==> config.mk <==
export PLATFORM = sky130hd
export DESIGN_NAME = if_id_hazard_ctrl
export DESIGN_NICKNAME = d
export VERILOG_FILES = /design/src/rtl/if_id_hazard_ctrl.sv
export SDC_FILE = /design/constraint.sdc
export NUM_CORES = 1
export LEC_CHECK = 0
export BUFFER_PORTS_ARGS = -buffer_cell sky130_fd_sc_hd__clkbuf_2
export CAP_MARGIN = 5
export CORE_AREA = 2 2 39 41
export DETAILED_ROUTE_END_ITERATION = 7
export DIE_AREA = 0 0 41 43
export GPL_ROUTABILITY_DRIVEN = 0
export SLEW_MARGIN = 20
export SYNTH_ARGS = -nofsm -noshare
export SYNTH_HDL_FRONTEND = slang
export SYNTH_SLANG_ARGS = --single-unit
==> constraint.sdc <==
create_clock -name clock -period 2.2 [get_ports clock]
set_input_delay 0.33 -clock clock [delete_from_list [all_inputs] [get_ports clock]]
set_output_delay 0.33 -clock clock [all_outputs]
set_load 0.01 [all_outputs]
==> src/rtl/if_id_hazard_ctrl.sv <==
// IF/ID and PC sequencing controller: load-use stalls, ID jumps, EX taken branches, imem wait.
// Optional performance counters are enabled with the IF_ID_PERF_CNT_EN macro.
module if_id_hazard_ctrl #(
  parameter int unsigned REG_ADDR_W   = 5,
  parameter int unsigned FLUSH_CYCLES = 1
`ifdef IF_ID_PERF_CNT_EN
  ,
  parameter int unsigned CNT_W        = 16
`endif
) (
  input  logic                  clock,
  input  logic                  reset_n,
  input  logic [REG_ADDR_W-1:0] id_rs,
  input  logic [REG_ADDR_W-1:0] id_rt,
  input  logic                  id_uses_rt,
  input  logic                  id_jump,
  input  logic                  idex_mem_read,
  input  logic [REG_ADDR_W-1:0] idex_rt,
  input  logic                  ex_branch_taken,
  input  logic                  imem_ready,
  output logic                  pc_write,
  output logic                  ifid_write,
  output logic                  ifid_flush,
  output logic                  idex_bubble,
`ifdef IF_ID_PERF_CNT_EN
  output logic [CNT_W-1:0]      stall_cnt,
  output logic [CNT_W-1:0]      flush_cnt,
`endif
  output logic [1:0]            ctrl_state
);

  typedef enum logic [1:0] {
    StRun      = 2'd0,
    StFlush    = 2'd1,
    StImemWait = 2'd2
  } state_e;

  state_e     state_q, state_d;
  logic [3:0] cnt_q, cnt_d;
  logic       load_use;

  assign load_use = idex_mem_read && (idex_rt != '0) &&
                    ((idex_rt == id_rs) || (id_uses_rt && (idex_rt == id_rt)));

  always_comb begin
    state_d     = state_q;
    cnt_d       = cnt_q;
    pc_write    = 1'b1;
    ifid_write  = 1'b1;
    ifid_flush  = 1'b0;
    idex_bubble = 1'b0;
    if (!reset_n) begin
      pc_write    = 1'b0;
      ifid_write  = 1'b0;
      ifid_flush  = 1'b1;
      idex_bubble = 1'b1;
    end else if (ex_branch_taken) begin
      ifid_flush  = 1'b1;
      idex_bubble = 1'b1;
      if (FLUSH_CYCLES > 1) begin
        state_d = StFlush;
        cnt_d   = 4'(FLUSH_CYCLES - 1);
      end else begin
        state_d = StRun;
        cnt_d   = 4'd0;
      end
    end else begin
      case (state_q)
        StFlush: begin
          // ID holds a NOP here, so load-use and jump are don't-cares
          ifid_flush = 1'b1;
          if (cnt_q <= 4'd1) begin
            state_d = StRun;
            cnt_d   = 4'd0;
          end else begin
            cnt_d = cnt_q - 4'd1;
          end
        end
        default: begin
          if (load_use) begin
            pc_write    = 1'b0;
            ifid_write  = 1'b0;
            idex_bubble = 1'b1;
            state_d     = StRun;
          end else if (id_jump) begin
            ifid_flush = 1'b1;
            state_d    = StRun;
          end else if (!imem_ready) begin
            pc_write   = 1'b0;
            ifid_flush = 1'b1;
            state_d    = StImemWait;
          end else begin
            state_d = StRun;
          end
        end
      endcase
    end
  end

  always_ff @(posedge clock or negedge reset_n) begin
    if (!reset_n) begin
      state_q <= StRun;
      cnt_q   <= 4'd0;
    end else begin
      state_q <= state_d;
      cnt_q   <= cnt_d;
    end
  end

  assign ctrl_state = state_q;

`ifdef IF_ID_PERF_CNT_EN
  logic [CNT_W-1:0] stall_cnt_q, stall_cnt_d;
  logic [CNT_W-1:0] flush_cnt_q, flush_cnt_d;

  // Saturating counters: hold at all-ones instead of wrapping
  always_comb begin
    stall_cnt_d = stall_cnt_q;
    flush_cnt_d = flush_cnt_q;
    if (!pc_write && (stall_cnt_q != '1)) stall_cnt_d = stall_cnt_q + 1'b1;
    if (ifid_flush && (flush_cnt_q != '1)) flush_cnt_d = flush_cnt_q + 1'b1;
  end

  always_ff @(posedge clock or negedge reset_n) begin
    if (!reset_n) begin
      stall_cnt_q <= '0;
      flush_cnt_q <= '0;
    end else begin
      stall_cnt_q <= stall_cnt_d;
      flush_cnt_q <= flush_cnt_d;
    end
  end

  assign stall_cnt = stall_cnt_q;
  assign flush_cnt = flush_cnt_q;
`endif

endmodule

Word level (Yosys, flattened, before mapping)
Cells that the tools add are included.

Bits in registers: 6. Latch bits: 0. Bits in writable memories: 0. Bits in read-only memories: 0. Memories: 0.

Add/sub/neg operators: 1. Multipliers: 0. Div/mod/pow operators: 0. Magnitude comparators: 1. Equal/unequal tests: 4. Shifts and indexed selects: 0. Mux-type cells: 29. Bitwise logic cells: 0. Reductions and logical operators: 8.

Operators with widths (number): 1-bit 2-to-1 mux (20); 2-bit 2-to-1 mux (6); 4-bit 2-to-1 mux (3); 5-bit == test (2); 5-bit nonzero test (1); 4-bit by 1-bit less-or-equal comparator with 1-bit output, second input constant (1); 2-bit AND reduction (2); 4-bit by 1-bit subtractor with 4-bit output, second input constant (1); 1-bit logical AND (3); 3-bit != test, second input constant (1); 2-bit by 1-bit == test with 1-bit output, second input constant (1); 2-bit nonzero test (1); 1-bit logical OR (1).

Logic depth before layout (Yosys ltp)
Depth after elaboration: 8. Gate-level depth with buffers: 4.

Worst setup path after synthesis
OpenSTA, ideal clock, no wires.

Kind: input to output. From: input idex_rt[1]. To: output pc_write. Arrival: 1302 ps. Setup slack: 568 ps. Cell stages on the path: 4. Path through: or4_1 > o21ai_2 > nor2_1 > a21oi_1.

Longest elaborated chain between the ends: 8. Elaborated cells on any way between the ends: 11. Those cells by class: eq/ne: 2; mux: 4; reduce/logical: 5.

Ends and longest elaborated chain: from (decl) (line 18) `input logic [REG_ADDR_W-1:0] idex_rt,`; 5-bit == test (line 43) `((idex_rt == id_rs) || (id_uses_rt && (idex_rt == id_rt)));`; 1-bit logical AND (line 43); 1-bit logical OR (line 43); 1-bit logical AND (*) (line 42) `assign load_use = idex_mem_read && (idex_rt != '0) &&`; 1-bit 2-to-1 mux (*) (line 80) `if (load_use) begin`; 1-bit 2-to-1 mux (*) (line 68) `case (state_q)`; 1-bit 2-to-1 mux (*) (line 57) `end else if (ex_branch_taken) begin`; 1-bit 2-to-1 mux (*) (line 52) `if (!reset_n) begin`; to (decl) (line 21) `output logic pc_write,`.

Every way passes the cells marked *; elsewhere a longest branch is shown, timed or not.

Worst setup path after layout
From: input idex_rt[1]. To: output ifid_write.

Longest elaborated chain between the ends: 8. Elaborated cells on any way between the ends: 11. Those cells by class: eq/ne: 2; mux: 4; reduce/logical: 5.

Ends and longest elaborated chain: 5-bit == test (line 43); 1-bit logical AND (line 43); 1-bit logical OR (line 43); 1-bit logical AND (*) (line 42); 1-bit 2-to-1 mux (*) (line 80); 1-bit 2-to-1 mux (*) (line 68); 1-bit 2-to-1 mux (*) (line 57); 1-bit 2-to-1 mux (*) (line 52); to (decl) (line 22) `output logic ifid_write,`.

Marks and branches as above.

==> impl_metrics.py <==
metrics = {
    "critical_path": {
        "end_kind": "primary output",
        "required_ps": 1870,
        "cp-start-kind": "input port",
        "path_class": "in -> out",
        "critPathMaxFanout": 3,
        "r2r-start": "ctrl_state[1]",
        "startpoint": "idex_rt[1]",
        "worstPathArrival_ps": 1540,
    },
    "die": {
        "rows": 14,
        "start_util_pct": 17.00,
        "die_h_um": 43,
        "die_width_um": 41,
        "core-area_sq_um": 1384,
        "pin_count": 28,
        "fp.dieArea_sq_um": 1763,
    },
    "sta": {
        "rsz0062_at_grt": "false",
        "hold_violations": 0,
        "timing.setup.tns_ps": 0,
        "skew_ps": 0,
        "drv_slew": 0,
        "post-route-period-util_pct": 85.11,
        "min_period_ps": 1873,
        "layout_setup_ws_ps": 327.5,
        "setup_viol": 0,
        "fmax_mhz": 534.0,
    },
    "yosys": {
        "synth_cells": 31,
        "yosys-top-cells-area": "xnor2_1, dfrtp_1, a31oi_1",
        "synthTopCellsByCount": "xnor2_1, a31oi_1, nand2_1",
        "synthesis.nets": 53,
        "ys_warn_count": 0,
        "synth_edf_count": 0,
        "seq_area_frac_synth_pct": 10.64,
        "synth-async-reset-ratio_pct": 100.0,
        "synth_top_cell_by_area": "xnor2_1",
        "synth_cell_type_count": 20,
        "synth_top_area_share_pct": 37.23,
        "synth.most_common_cell": "xnor2_1",
        "ys.flop_type": "dfrtp_1",
        "ys_seq_elements": 1,
        "netlist_area_sq_um": 235.2,
        "syn_area_per_cell_sq_um": 7.588,
    },
    "clock_tree": {
        "cts_resized": 0,
        "post_cts_buffers": 0,
        "hold_buffers": 0,
        "clkTransAtPathRegs_ps": 0,
        "worstSkewPairLatency_ps": 0,
    },
    "final_layout": {
        "final_nets": 80,
        "regArea_sq_um": 25.02,
        "num_antenna_cells": 0,
        "multi_input_area_sq_um": 198.9,
        "area_delta_synth_final_pct": 60.64,
        "n_fill_cell": 154,
        "drive_gt1_share_pct": 50.00,
        "fin_cells": 72,
        "largest_reg_flops": 1,
    },
    "global_route": {
        "grt_usage_pct": 7.307,
        "grt_antenna_before_repair": 0,
        "first_global_vias": 275,
        "grt_max_degree": 7,
        "grt-ovfl-total": 0,
        "grt_pass1_wl_um": 986,
    },
    "route": {
        "ant_nets": 0,
        "route.vias.total": 304,
        "routed_wl_um": 611,
        "route.detailed.drc": 0,
        "routedWlPerCell_um": 8.486,
        "vias_per_cell": 4.222,
        "drt_pass1_iterations": 3,
        "drt_iter0_markers": 1,
    },
    "pwr": {
        "total_power_uw": 88.02,
        "irDropWorstVdd_mv": 0.09004,
        "p_leak_uw": 0.0001853,
        "pwr_density_cell_nw_per_um2": 232.9,
    },
    "placed_design": {
        "portBuffers": 26,
        "place_hpwl_um": 596.7,
        "place_ws_ps": 321.1,
        "numPlacedInstances": 72,
    },
    "job": {
        "drv_cap": 0,
    },
    "run_status": {
        "status": "finished, final reports clean",
    },
    "min_path": {
        "hold_class": "in -> async",
    },
}
[kinds of logic after synthesis]
kind of cell,count (synthesis),synth area share [%]
compound gates,9,26.60
xor+xnor,10,37.23
buf+inv,2,4.787
flops,1,10.64
other cells,1,1.594
simple gates,8,19.15
[layout make-up]
type	count	area share, %
timing repair buffer	26	34.44
sequential	1	6.623
multi-input combinational	28	52.65
inverter	1	0.9934
tap	16	5.298
[layer usage]
layer  share of wire [%]  GRT usage (%)  routed length (um)  vias to the layer above
met4                   0              0                   0                        0
met5                   0              0                   0                        -
met3                 9.7          1.047                  59                        0
li1                    -              -                   -                      159
met2                  51          14.06                 309                       16
met1                  40          8.280                 242                      129
[cell usage in the layout (no fill, tap or decap), drive strengths merged, types with 2 or more instances in the layout]
cell type | netlist | routed
clkbuf | 0 | 26
xnor2 | 10 | 10
nand2 | 2 | 2
a31oi | 2 | 2
o21ai | 2 | 2
[worst max-delay path: stages]
cell and delay, ps:
clkbuf_2 110, or4_1 540, o21ai_2 170, nor2_1 80, a21boi_1 160, clkbuf_2 150
[worst paths after layout]
kind	to	depth (start not counted)	slack, ps
setup / recovery	ifid_write	6	330
setup reg to reg	ctrl_state[1]	2	1480
max in group asynchronous	ctrl_state[1]	1	1940
hold reg to reg	ctrl_state[1]	2	610
hold / removal	ctrl_state[1]	1	140
min in group clock	ctrl_state[1]	2	610
[per-stage QoR]
| step | utilization (%) | hold slack (ps) | area (sq um) |
|---|---|---|---|
| after CTS | 27.31 | 138.0 | 377.9 |
| after global placement | 27.31 | 136.6 | 377.9 |
| after global routing | 27.31 | 143.2 | 377.9 |
| final | 27.31 | 137.9 | 377.9 |
| after floorplan | - | 34.41 | 235.2 |
| after detailed placement | 27.31 | 137.0 | 377.9 |
[power breakdown]
part           switching (uW)  internal (uW)  total, uW
clock                       0              0          0
combinational            30.6           36.0       66.7
sequential              0.909           20.4       21.3
(Power assumes the default switching activity.)
